<file path="src/rtl/cordic_iter_if.sv">
// cordic_iter_if: operand/result handshake bundle for cordic_iter.
//   in_valid/in_ready/in_mode/in_x/in_y/in_z : operand channel.
//   out_valid/out_ready/out_x/out_y/out_z     : result channel.
//   busy                                      : core is in RUN or DONE.
// Modport slave is the core side; master is the producer/consumer side.
interface cordic_iter_if #(
  parameter int DATA_W  = 17,
  parameter int ANGLE_W = 32
);
  logic               in_valid;
  logic               in_ready;
  logic               in_mode;
  logic [DATA_W-1:0]  in_x;
  logic [DATA_W-1:0]  in_y;
  logic [ANGLE_W-1:0] in_z;
  logic               out_valid;
  logic               out_ready;
  logic [DATA_W-1:0]  out_x;
  logic [DATA_W-1:0]  out_y;
  logic [ANGLE_W-1:0] out_z;
  logic               busy;

  modport slave (
    input  in_valid, in_mode, in_x, in_y, in_z, out_ready,
    output in_ready, out_valid, out_x, out_y, out_z, busy
  );

  modport master (
    output in_valid, in_mode, in_x, in_y, in_z, out_ready,
    input  in_ready, out_valid, out_x, out_y, out_z, busy
  );
endinterface

</file>
<file path="src/rtl/cordic_iter.sv">
// cordic_iter: iterative CORDIC engine, one micro-rotation per clock over a
// shared shift/add datapath, ITER cycles per operation.
//   clk, rst_n : clock, asynchronous active-low reset.
//   bus        : cordic_iter_if.slave (operand in, result out, busy).
//   in_mode    : 0 = rotation (z -> 0), 1 = vectoring (y -> 0).
//   out_x/y    : carry the CORDIC gain (~1.6468), not compensated.
// Optional macro CORDIC_QUAD_EXT_EN: +/-90 deg pre-rotation at accept for
// full-circle convergence, no added latency.
module cordic_iter #(
  parameter int DATA_W  = 17,
  parameter int ANGLE_W = 32,
  parameter int ITER    = 16
) (
  input  logic          clk,
  input  logic          rst_n,
  cordic_iter_if.slave  bus
);

  typedef enum logic [1:0] {IDLE, RUN, DONE} state_t;

  localparam logic [4:0] I_LAST = 5'(ITER - 1);
  // +90 degrees in angle counts
  localparam logic signed [ANGLE_W-1:0] QTR = {2'b01, {(ANGLE_W-2){1'b0}}};

  state_t                    st, st_nxt;
  logic                      acc, last, dpos, mode_q;
  logic [4:0]                i_q;
  logic signed [DATA_W-1:0]  x_q, y_q, x_ld, y_ld, x_nx, y_nx, xs, ys;
  logic signed [ANGLE_W-1:0] z_q, z_ld, z_nx, atan_i;
  logic signed [DATA_W-1:0]  ox_q, oy_q;
  logic signed [ANGLE_W-1:0] oz_q;

  // round(atan(2^-i) * 2^32 / 2pi); 2^32 counts = full circle
  function automatic logic [31:0] atan32(input logic [4:0] i);
    case (i)
      5'd0:  atan32 = 32'h20000000;
      5'd1:  atan32 = 32'h12E4051E;
      5'd2:  atan32 = 32'h09FB385B;
      5'd3:  atan32 = 32'h051111D4;
      5'd4:  atan32 = 32'h028B0D43;
      5'd5:  atan32 = 32'h0145D7E1;
      5'd6:  atan32 = 32'h00A2F61E;
      5'd7:  atan32 = 32'h00517C55;
      5'd8:  atan32 = 32'h0028BE53;
      5'd9:  atan32 = 32'h00145F2F;
      5'd10: atan32 = 32'h000A2F98;
      5'd11: atan32 = 32'h000517CC;
      5'd12: atan32 = 32'h00028BE6;
      5'd13: atan32 = 32'h000145F3;
      5'd14: atan32 = 32'h0000A2FA;
      5'd15: atan32 = 32'h0000517D;
      5'd16: atan32 = 32'h000028BE;
      5'd17: atan32 = 32'h0000145F;
      5'd18: atan32 = 32'h00000A30;
      5'd19: atan32 = 32'h00000518;
      5'd20: atan32 = 32'h0000028C;
      5'd21: atan32 = 32'h00000146;
      5'd22: atan32 = 32'h000000A3;
      5'd23: atan32 = 32'h00000051;
      5'd24: atan32 = 32'h00000029;
      5'd25: atan32 = 32'h00000014;
      5'd26: atan32 = 32'h0000000A;
      5'd27: atan32 = 32'h00000005;
      5'd28: atan32 = 32'h00000003;
      5'd29: atan32 = 32'h00000001;
      5'd30: atan32 = 32'h00000001;
      default: atan32 = 32'h00000000;
    endcase
  endfunction

  // in_ready is gated by rst_n so nothing is offered while reset is held
  assign bus.in_ready  = rst_n & (st == IDLE);
  assign bus.out_valid = (st == DONE);
  assign bus.busy      = (st != IDLE);
  assign bus.out_x     = ox_q;
  assign bus.out_y     = oy_q;
  assign bus.out_z     = oz_q;

  assign acc  = bus.in_valid & bus.in_ready;
  assign last = (i_q == I_LAST);

  always_comb begin
    st_nxt = st;
    case (st)
      IDLE:    if (acc)           st_nxt = RUN;
      RUN:     if (last)          st_nxt = DONE;
      DONE:    if (bus.out_ready) st_nxt = IDLE;
      default:                    st_nxt = IDLE;
    endcase
  end

  // operand load path (optional quadrant pre-rotation)
  always_comb begin
    x_ld = bus.in_x;
    y_ld = bus.in_y;
    z_ld = bus.in_z;
`ifdef CORDIC_QUAD_EXT_EN
    if (!bus.in_mode) begin
      if ($signed(bus.in_z) >= QTR) begin
        x_ld = -$signed(bus.in_y);
        y_ld = bus.in_x;
        z_ld = $signed(bus.in_z) - QTR;
      end else if ($signed(bus.in_z) < -QTR) begin
        x_ld = bus.in_y;
        y_ld = -$signed(bus.in_x);
        z_ld = $signed(bus.in_z) + QTR;
      end
    end else if (bus.in_x[DATA_W-1]) begin
      if (!bus.in_y[DATA_W-1]) begin
        x_ld = bus.in_y;
        y_ld = -$signed(bus.in_x);
        z_ld = $signed(bus.in_z) + QTR;
      end else begin
        x_ld = -$signed(bus.in_y);
        y_ld = bus.in_x;
        z_ld = $signed(bus.in_z) - QTR;
      end
    end
`endif
  end

  // one micro-rotation; dpos selects d=+1
  assign dpos   = mode_q ? y_q[DATA_W-1] : ~z_q[ANGLE_W-1];
  assign xs     = x_q >>> i_q;
  assign ys     = y_q >>> i_q;
  assign atan_i = ANGLE_W'(atan32(i_q) >> (32 - ANGLE_W));
  assign x_nx   = dpos ? x_q - ys     : x_q + ys;
  assign y_nx   = dpos ? y_q + xs     : y_q - xs;
  assign z_nx   = dpos ? z_q - atan_i : z_q + atan_i;

  always_ff @(posedge clk or negedge rst_n) begin
    if (!rst_n) st <= IDLE;
    else        st <= st_nxt;
  end

  always_ff @(posedge clk or negedge rst_n) begin
    if (!rst_n) begin
      x_q    <= '0;
      y_q    <= '0;
      z_q    <= '0;
      i_q    <= '0;
      mode_q <= 1'b0;
      ox_q   <= '0;
      oy_q   <= '0;
      oz_q   <= '0;
    end else begin
      case (st)
        IDLE: if (acc) begin
          x_q    <= x_ld;
          y_q    <= y_ld;
          z_q    <= z_ld;
          mode_q <= bus.in_mode;
          i_q    <= '0;
        end
        RUN: begin
          x_q <= x_nx;
          y_q <= y_nx;
          z_q <= z_nx;
          i_q <= i_q + 5'd1;
          // result registers only move on the DONE entry edge
          if (last) begin
            ox_q <= x_nx;
            oy_q <= y_nx;
            oz_q <= z_nx;
          end
        end
        default: ;
      endcase
    end
  end

endmodule

</file>
<file path="src/flat_wrapper.sv">
// flat-port wrapper written by rule: the top's interface ports become plain ports
module cordic_iter_flat 
#(
  parameter int DATA_W  = 17,
  parameter int ANGLE_W = 32,
  parameter int ITER    = 16
)
  (clk, rst_n, bus_in_valid, bus_in_mode, bus_in_x, bus_in_y, bus_in_z, bus_out_ready, bus_in_ready, bus_out_valid, bus_out_x, bus_out_y, bus_out_z, bus_busy);
  cordic_iter_if #(.DATA_W(DATA_W), .ANGLE_W(ANGLE_W)) bus_i ();
  input  logic clk;
  input  logic rst_n;
  input wire logic [$bits(bus_i.in_valid)-1:0] bus_in_valid;
  input wire logic [$bits(bus_i.in_mode)-1:0] bus_in_mode;
  input wire logic [$bits(bus_i.in_x)-1:0] bus_in_x;
  input wire logic [$bits(bus_i.in_y)-1:0] bus_in_y;
  input wire logic [$bits(bus_i.in_z)-1:0] bus_in_z;
  input wire logic [$bits(bus_i.out_ready)-1:0] bus_out_ready;
  output wire logic [$bits(bus_i.in_ready)-1:0] bus_in_ready;
  output wire logic [$bits(bus_i.out_valid)-1:0] bus_out_valid;
  output wire logic [$bits(bus_i.out_x)-1:0] bus_out_x;
  output wire logic [$bits(bus_i.out_y)-1:0] bus_out_y;
  output wire logic [$bits(bus_i.out_z)-1:0] bus_out_z;
  output wire logic [$bits(bus_i.busy)-1:0] bus_busy;
  assign bus_i.in_valid = bus_in_valid;
  assign bus_i.in_mode = bus_in_mode;
  assign bus_i.in_x = bus_in_x;
  assign bus_i.in_y = bus_in_y;
  assign bus_i.in_z = bus_in_z;
  assign bus_i.out_ready = bus_out_ready;
  assign bus_in_ready = bus_i.in_ready;
  assign bus_out_valid = bus_i.out_valid;
  assign bus_out_x = bus_i.out_x;
  assign bus_out_y = bus_i.out_y;
  assign bus_out_z = bus_i.out_z;
  assign bus_busy = bus_i.busy;
  cordic_iter #(.DATA_W(DATA_W), .ANGLE_W(ANGLE_W), .ITER(ITER)) u_core (.clk(clk), .rst_n(rst_n), .bus(bus_i));
endmodule
</file>
<file path="config.mk">
export PLATFORM = sky130hd
export DESIGN_NAME = cordic_iter_flat
export DESIGN_NICKNAME = d
export VERILOG_FILES = /design/src/rtl/cordic_iter_if.sv /design/src/rtl/cordic_iter.sv /design/src/flat_wrapper.sv
export SDC_FILE = /design/constraint.sdc
export NUM_CORES = 1
export LEC_CHECK = 0
export BUFFER_PORTS_ARGS = -buffer_cell sky130_fd_sc_hd__buf_4
export CORE_ASPECT_RATIO = 1.5
export CORE_MARGIN = 1.5
export CORE_UTILIZATION = 45
export CTS_BUF_LIST = sky130_fd_sc_hd__clkbuf_8
export CTS_CLUSTER_DIAMETER = 50
export CTS_CLUSTER_SIZE = 8
export DETAILED_ROUTE_END_ITERATION = 6
export PLACE_DENSITY = 0.73
export REMOVE_ABC_BUFFERS = 1
export SYNTH_ARGS = -nofsm -noshare
export SYNTH_HDL_FRONTEND = slang
export SYNTH_SLANG_ARGS = --single-unit
</file>
<file path="constraint.sdc">
create_clock -name clk -period 6.2 [get_ports clk]
set_input_delay 1.24 -clock clk [delete_from_list [all_inputs] [get_ports clk]]
set_output_delay 1.24 -clock clk [all_outputs]
set_load 0.02 [all_outputs]
</file>
==> flow_summary.json, run 1 <==
{
  "status": "finished clean",
  "yosysMostFrequentCell": "nand2_1",
  "cts_buffers": 17,
  "rsz0062_at_grt": "false",
  "wl_per_cell_um": 21.08,
  "grt_pass1_vias": 12542,
  "die_w_um": 140.2,
  "max_freq_mhz": 170.0,
  "dr.pass1.iters": 5,
  "min_period_ps": 5881,
  "drive_gt1_frac": 0.1836,
  "finalCritPeriodShare": 0.9486,
  "clk_latency_ps": 520,
  "ys.flop_type": "dfrtp_1",
  "io_buffers": 139,
  "hold_buffers": 0,
  "syn_avg_cell_area_um2": 8.277,
  "yosys-top-cells-area": "dfrtp_1 28%, ha_1 7.5%, nand2_1 6.4%",
  "worstMarginPinSlew_ps": 1095,
  "clockBufferDepth": 2,
  "yosys.area.top_type": "dfrtp_1",
  "hold_start": "u_core.bus.out_z[16]$_DFFE_PN0P_",
  "row_count": 75,
  "synth-async-reset-ratio": 1.000,
  "nNetsFinal": 1793,
  "setup_viol_count_final": 0,
  "dieArea_um2": 29290,
  "die_h_um": 208.9,
  "gp_congestion": 0.9891,
  "worstSetupPathType": "register to register",
  "vias": 12222,
  "worst_clock_skew_ps": 22.50,
  "synth_commonest_cells": "218 x nand2_1, 140 x dfrtp_1, 136 x o21ai_0",
  "cts_tree": "yes",
  "syn_inst": 1536,
  "grt_first_pass_wirelength_um": 67530,
  "vias_per_cell": 6.105,
  "antenna_found_initial": 0,
  "overflow": 0,
  "grt_max_degree": 93,
  "cp.required_ps": 6610,
  "synth_edf_count": 0,
  "synthToLayoutAreaGrowth_pct": 14.96,
  "finalHoldViolations": 0,
  "cp-start-kind": "register",
  "antenna_left": 0,
  "slew_viol_final": 0,
  "clock-sinks": 140,
  "max_stage_delay_ps": 600,
  "clkTransAtPathRegs_ps": 100,
  "worstPathArrival_ps": 6290,
  "whs_ps": 482.5,
  "critPathCaptureType": "register",
  "antenna_cells": 0,
  "clockRootBuffer": "clkbuf_8",
  "synth_top_area_frac": 0.2756,
  "cp_max_fo": 39,
  "routed_wl_um": 42200,
  "start_util": 0.4562,
  "post-route-drc-count": 0,
  "min_path_type": "register to register",
  "ys_types": 86,
  "fin_setup_tns_ps": 0,
  "path_cells": "buf_4, buf_4, mux4_2, mux2i_4, a31oi_1, nor3_1, nand3_1, or4_4, o41ai_1, a311oi_1, ha_1, nand4_1, a221oi_2, o21ai_0, a21oi_1, o21a_1, nor3_1, o31ai_1",
  "crit_start": "u_core.i_q[1]$_DFFE_PN0P_",
  "ys_warn_count": 0,
  "drv_cap": 0,
  "cts_htree_levels": 4,
  "r2r_start": "u_core.i_q[1]$_DFFE_PN0P_",
  "track_usage": 0.2965,
  "dp_hpwl_um": 31610,
  "ys_ff_latch": 140,
  "coreArea_um2": 27870,
  "drtIter0Drc": 717,
  "ys_seq_area_frac": 0.2756,
  "cpMaxStageDelayCell": "or4_4",
  "slew_headroom": 0.2689,
  "ios": 140,
  "synth_area_um2": 12710
}
-- worst paths after layout --
path | end | slack (ps) | cells after the start
setup / recovery | u_core.bus.out_x[15]$_DFFE_PN0P_ | 320 | 18
hold / removal | u_core.bus.out_z[16]$_DFFE_PN0P_ | 480 | 2
setup reg to reg | u_core.bus.out_x[15]$_DFFE_PN0P_ | 320 | 18
hold reg to reg | u_core.bus.out_z[16]$_DFFE_PN0P_ | 480 | 2
max in group asynchronous | u_core.i_q[2]$_DFFE_PN0P_ | 4530 | 2
min in group asynchronous | u_core.i_q[0]$_DFFE_PN0P_ | 600 | 1
-- state kept, by name (all words and copies together), names as in the netlist --
name / count
u_core.mode_q: 1
u_core.z_q: 32
u_core.bus.out_x: 17
u_core.i_q: 5
u_core.bus.out_y: 17
u_core.x_q: 17
u_core.bus.out_z: 32
u_core.y_q: 17
u_core.st: 2
-- cells in the final DEF, fill, tap and decap left out, drive strengths merged, types with 28 or more instances in the layout --
cell / n
ha: 76
xor2: 64
nor2: 97
dfrtp: 140
nand2: 218
buf: 187
nor3: 28
o21ai: 143
xnor2: 43
a21oi: 127
mux2: 28
a211oi: 28
inv: 29
-- worst max-delay path, delay by kind of cell, from the launching register on --
family,cells,cell delay (ps)
AND/OR/NAND/NOR,5,1530
adder cells (fa/ha/maj),1,410
multiplexers,2,590
flip-flops,1,370
buffers and inverters,2,880
AO/OA/AOI/OAI,8,1990
-- final cells by class --
| type | instances | area, µm² |
|---|---|---|
| fillers | 2692 | 13260 |
| multi-input cells | 1268 | 8691 |
| flip-flops and latches | 140 | 3507 |
| repair buffers | 187 | 1420 |
| well taps | 346 | 432.9 |
| clock buffers | 21 | 289.0 |
| clock inverters | 11 | 166.4 |
| inverters | 29 | 108.9 |
-- per-stage QoR --
step                      cell area [µm²]  utilization  worst slack (ps)  instances
after detailed placement            14140       0.5075             216.9       1970
after global routing                14620       0.5244             68.22       2002
final                               14620       0.5244             318.7       2002
after CTS                           14600       0.5239             166.3       2002
after floorplan                     12260            -            -256.9       1437
after global placement              14140       0.5075             231.7       1970
-- routing by layer --
| layer | vias up | GRT usage | wire length, µm |
|---|---|---|---|
| li1 | 5812 | - | - |
| met4 | 0 | 0.1728 | 2244 |
| met5 | - | 0 | 0 |
| met3 | 107 | 0.04652 | 1582 |
| met1 | 5957 | 0.3137 | 15440 |
| met2 | 346 | 0.5507 | 22930 |
-- what timing repair did --
item / CTS / global route
setup buffers: 0 / 0
resized for setup: 0 / 3
setup endpoints to repair: 0 / 6
endpoints found under the hold margin: 0 / 0
-- cell families after synthesis --
family	share of synthesized area
buf+inv	0.04419
flops	0.2756
fa+ha+maj	0.07952
compound gates	0.2442
simple gates	0.1893
xor+xnor	0.07371
mux	0.09359
Power of run 1 is not shown: default switching activity piles up to over one toggle a cycle in this logic, so the estimate is an artifact.
==> inputs of run 2 (changes only) <==
--- a/config.mk
+++ b/config.mk
@@ -15,6 +15,7 @@
 export DETAILED_ROUTE_END_ITERATION = 6
 export PLACE_DENSITY = 0.73
 export REMOVE_ABC_BUFFERS = 1
+export SETUP_SLACK_MARGIN = 0.5
 export SYNTH_ARGS = -nofsm -noshare
 export SYNTH_HDL_FRONTEND = slang
 export SYNTH_SLANG_ARGS = --single-unit
==> flow_summary.json, run 2 (synthesis gave the netlist of run 1 again) <==
{
  "path_cells": "clkinvlp_4, buf_4, mux2i_4, a31oi_1, nor3_1, nand3_1, or4_4, o41ai_1, a311oi_1, ha_1, nand4_1, a221oi_4, o21ai_0, a21oi_1, o21a_1, nor3_1, o31ai_1",
  "worst-path-stages": 17,
  "setup_viol_count_final": 0,
  "finalHoldViolations": 0,
  "nNetsFinal": 1793,
  "crit_path_frequent_cell": "nor3_1",
  "coreArea_um2": 27870,
  "path_delay_family": "compound AO/OA/AOI/OAI gates",
  "worstMarginPinSlew_ps": 1080,
  "cpMaxStageDelayCell": "dfrtp_4",
  "grt_max_degree": 93,
  "antenna_cells": 0,
  "dieArea_um2": 29290,
  "status": "finished clean",
  "cts_htree_levels": 4,
  "antenna_found_initial": 0,
  "ff2ff_path_depth": 17,
  "min_period_ps": 5536,
  "slew_headroom": 0.2794,
  "start_util": 0.4562,
  "drtIter0Drc": 699,
  "worstPathArrival_ps": 5950,
  "cp_max_fo": 23,
  "grt_first_pass_wirelength_um": 67560,
  "wl_per_cell_um": 21.12,
  "routed_wl_um": 42280,
  "dr.pass1.iters": 7,
  "die_h_um": 208.9,
  "clockRootBuffer": "clkbuf_8",
  "post-route-drc-count": 0,
  "cts_tree": "yes",
  "layout_common_cells": "216 x nand2_1, 182 x buf_4, 136 x o21ai_0, 135 x dfrtp_1, 126 x a21oi_1",
  "final_common_cell": "nand2_1",
  "clock-sinks": 140,
  "cts_buffers": 17,
  "dpl-instance-area_um2": 14140,
  "cp-start-kind": "register",
  "synthToLayoutAreaGrowth_pct": 15.64,
  "whs_path_depth": 2,
  "clockBufferDepth": 2,
  "clkTransAtPathRegs_ps": 90,
  "finalCritPeriodShare": 0.8929,
  "io_buffers": 139,
  "path_buf_inv": 2,
  "row_count": 75,
  "min_path_type": "register to register",
  "fin_area_um2": 14700,
  "antenna_left": 0,
  "slew_viol_final": 0,
  "grt_pass1_vias": 12554,
  "vias": 12220,
  "gp_congestion": 0.9891,
  "overflow": 0,
  "worst_clock_skew_ps": 22.08,
  "drive_gt1_frac": 0.1914,
  "max_stage_delay_ps": 660,
  "track_usage": 0.2966,
  "hold_buffers": 0,
  "drv_cap": 0,
  "critPathCaptureType": "register",
  "ios": 140,
  "worstSetupPathType": "register to register",
  "vias_per_cell": 6.104,
  "clk_latency_ps": 520,
  "rsz0062_at_grt": "true",
  "max_freq_mhz": 180.6,
  "dp_hpwl_um": 31610,
  "die_w_um": 140.2,
  "cp.required_ps": 6610
}
run 2: changes by cell type in the layout (fill, tap and decap cells not counted), moves of 2 or more:
| cell | change |
|---|---|
| inv_1 | -2 |
| ha_2 | +2 |
| buf_4 | -3 |
| ha_1 | -2 |
| dfrtp_1 | -2 |
| clkinvlp_4 | +3 |
run 2: path summary, 6_finish.rpt:
| check | from | slack, ps | end |
|---|---|---|---|
| worst max-delay path | u_core.i_q[2]$_DFFE_PN0P_ | 660 | u_core.bus.out_x[15]$_DFFE_PN0P_ |
| worst min-delay path | u_core.bus.out_z[16]$_DFFE_PN0P_ | 480 | u_core.bus.out_z[16]$_DFFE_PN0P_ |
| worst max register to register | u_core.i_q[2]$_DFFE_PN0P_ | 660 | u_core.bus.out_x[15]$_DFFE_PN0P_ |
| worst min register to register | u_core.bus.out_z[16]$_DFFE_PN0P_ | 480 | u_core.bus.out_z[16]$_DFFE_PN0P_ |
| max in group asynchronous | rst_n | 4500 | u_core.i_q[2]$_DFFE_PN0P_ |
| min in group asynchronous | rst_n | 600 | u_core.i_q[0]$_DFFE_PN0P_ |
run 2: area by class of cell:
type / instances / area [µm²]
clock buffer: 21 / 289.0
clock inverter: 11 / 166.4
fill: 2688 / 13170
inverter: 29 / 120.1
multi-input combinational: 1268 / 8737
sequential: 140 / 3512
tap: 346 / 432.9
timing repair buffer: 187 / 1444
run 2: through the flow:
stage	TNS, ps	cells	setup slack (ps)	utilization	hold WS, ps
4_1_cts	0	2002	574.2	0.5242	490.1
6_report	0	2002	664.0	0.5275	481.6
2_1_floorplan	-2482	1437	-256.9	-	454.4
3_5_place_dp	0	1970	216.9	0.5075	471.4
3_3_place_gp	0	1970	231.7	0.5075	461.2
5_1_grt	0	2002	488.5	0.5275	512.5
run 2: routing by layer:
| metal | wire, µm | vias up | track usage |
|---|---|---|---|
| met2 | 22890 | 318 | 0.5517 |
| met5 | 0 | - | 0 |
| met1 | 15610 | 5956 | 0.3136 |
| met3 | 1431 | 120 | 0.04698 |
| met4 | 2345 | 0 | 0.1706 |
| li1 | - | 5826 | - |
run 2: tightest hold or removal path: cells and delay by family (launching register included):
kind / cells / cell delay [ps]
flip-flops: 1 / 350
AND/OR/NAND/NOR: 1 / 40
AO/OA/AOI/OAI: 1 / 60
run 2: timing repair:
item                                    in CTS  in global routing
resized for setup                            2                 23
endpoints found under the setup margin       4                 31
hold endpoints to repair                     0                  0
pin swaps                                    0                  1
buffers inserted                             0                  0
Power of run 2 is left out for the same reason.
==> inputs of run 3 (changes only) <==
--- a/config.mk
+++ b/config.mk
@@ -13,7 +13,7 @@
 export CTS_CLUSTER_DIAMETER = 50
 export CTS_CLUSTER_SIZE = 8
 export DETAILED_ROUTE_END_ITERATION = 6
-export PLACE_DENSITY = 0.73
+export PLACE_DENSITY = 0.61
 export REMOVE_ABC_BUFFERS = 1
 export SETUP_SLACK_MARGIN = 0.5
 export SYNTH_ARGS = -nofsm -noshare
==> flow_summary.json, run 3 (synthesis gave the netlist of run 1 again) <==
{
  "status": "finished clean",
  "antenna_found_initial": 0,
  "grt_pass1_vias": 12284,
  "cp.required_ps": 6590,
  "track_usage": 0.2920,
  "instances_no_fill": 2003,
  "hold_buffers": 0,
  "start_util": 0.4562,
  "cp_max_fo": 64,
  "busiest_layer": "met2",
  "clock-sinks": 140,
  "wl_per_cell_um": 21.12,
  "cp-start-kind": "register",
  "drive_gt1_frac": 0.1859,
  "dr.pass1.iters": 5,
  "rsz0062_at_grt": "false",
  "worstMarginPinSlew_ps": 1185,
  "vias_per_cell": 6.015,
  "worst_clock_skew_ps": 10.34,
  "overflow": 0,
  "clk_latency_ps": 500,
  "finalCritPeriodShare": 0.8741,
  "die_w_um": 140.2,
  "antenna_left": 0,
  "postCtsSetupBuffers": 0,
  "max_freq_mhz": 184.5,
  "worstPathArrival_ps": 5810,
  "cts_tree": "yes",
  "groute.layer.met1.usage": 0.3077,
  "cts_buffers": 17,
  "grt_max_degree": 86,
  "post-route-drc-count": 0,
  "grt_first_pass_wirelength_um": 66230,
  "routed_wl_um": 42310,
  "min_period_ps": 5420,
  "gp_congestion": 0.9398,
  "fillers": 2707,
  "slew_viol_final": 0,
  "vias": 12048,
  "synthToLayoutAreaGrowth_pct": 14.99,
  "met3_usage": 0.03666,
  "multi_input_area_um2": 8711,
  "cts_resized": 0,
  "dieArea_um2": 29290,
  "cts_htree_levels": 4,
  "row_count": 75,
  "final_common_cell": "nand2_1",
  "coreArea_um2": 27870,
  "slew_headroom": 0.2094,
  "min_path_type": "register to register",
  "critPathCaptureType": "register",
  "drtIter0Drc": 580,
  "setup_viol_count_final": 0,
  "clkTransAtPathRegs_ps": 80,
  "clockBufferDepth": 2,
  "gr-usage-met2": 0.5575,
  "antenna_cells": 0,
  "die_h_um": 208.9,
  "io_buffers": 139,
  "ios": 140,
  "ff_latch_area_um2": 3511,
  "nNetsFinal": 1795,
  "layout_common_cells": "216 x nand2_1, 184 x buf_4, 136 x dfrtp_1, 134 x o21ai_0, 127 x a21oi_1",
  "finalHoldViolations": 0,
  "clockRootBuffer": "clkbuf_8",
  "drv_cap": 0,
  "dp_hpwl_um": 31260,
  "dp_cells": 1972,
  "worstSetupPathType": "register to register"
}
-- run 3: cell count changes in the layout (fill, tap and decap cells not counted), sizes merged --
cell      before  now
buf          187  189
bufinv         4    2
clkbuf        21   18
clkinv         4    8
clkinvlp       5    3
inv           27   29
-- run 3: area by class of cell --
| type | count | share of cell area |
|---|---|---|
| clock buffer | 18 | 0.01695 |
| clock inverter | 13 | 0.008816 |
| inverter | 29 | 0.007874 |
| multi-input combinational | 1268 | 0.5959 |
| sequential | 140 | 0.2402 |
| tap | 346 | 0.02961 |
| timing repair buffer | 189 | 0.1007 |
-- run 3: routing by layer --
layer | vias up | part of all wire
met3 | 93 | 0.030
met2 | 296 | 0.55
met5 | - | 0
met4 | 0 | 0.050
met1 | 5850 | 0.37
li1 | 5809 | -
-- run 3: per-stage QoR --
step	TNS, ps	instance area (µm²)	setup WS, ps	hold WS (ps)	utilization
after global placement	0	14200	695.3	465.2	0.5094
after floorplan	-2482	12260	-256.9	454.4	-
after global routing	0	14620	502.1	504.3	0.5245
final	0	14620	780.5	483.5	0.5245
after CTS	0	14570	574.5	487.4	0.5229
after detailed placement	0	14200	609.5	467.3	0.5094
-- run 3: final timing paths --
kind / start / to / slack, ps / depth (start not counted)
max in group asynchronous: rst_n / u_core.i_q[3]$_DFFE_PN0P_ / 4100 / 2
min in group asynchronous: rst_n / u_core.bus.out_z[6]$_DFFE_PN0P_ / 800 / 1
max reg2reg: u_core.i_q[1]$_DFFE_PN0P_ / u_core.bus.out_x[13]$_DFFE_PN0P_ / 780 / 20
min reg2reg: u_core.bus.out_z[23]$_DFFE_PN0P_ / u_core.bus.out_z[23]$_DFFE_PN0P_ / 480 / 2
max: u_core.i_q[1]$_DFFE_PN0P_ / u_core.bus.out_x[13]$_DFFE_PN0P_ / 780 / 20
min: u_core.bus.out_z[23]$_DFFE_PN0P_ / u_core.bus.out_z[23]$_DFFE_PN0P_ / 480 / 2
-- run 3: worst max-delay path, cell delays in order, from the launching register on --
cell and delay (ps):
dfrtp_2 420, buf_12 330, mux4_2 550, nand2_1 100
a21boi_2 370, a21oi_1 120, nand2_1 160, and2_1 170
ha_1 260, a31oi_1 130, xor2_1 220, ha_1 240
nor4_1 810, a221oi_1 210, buf_4 190, o21ai_0 230
buf_4 160, nand2b_1 50, a211oi_1 220, nor2_1 80
mux2_2 270
Power of run 3 is left out for the same reason.
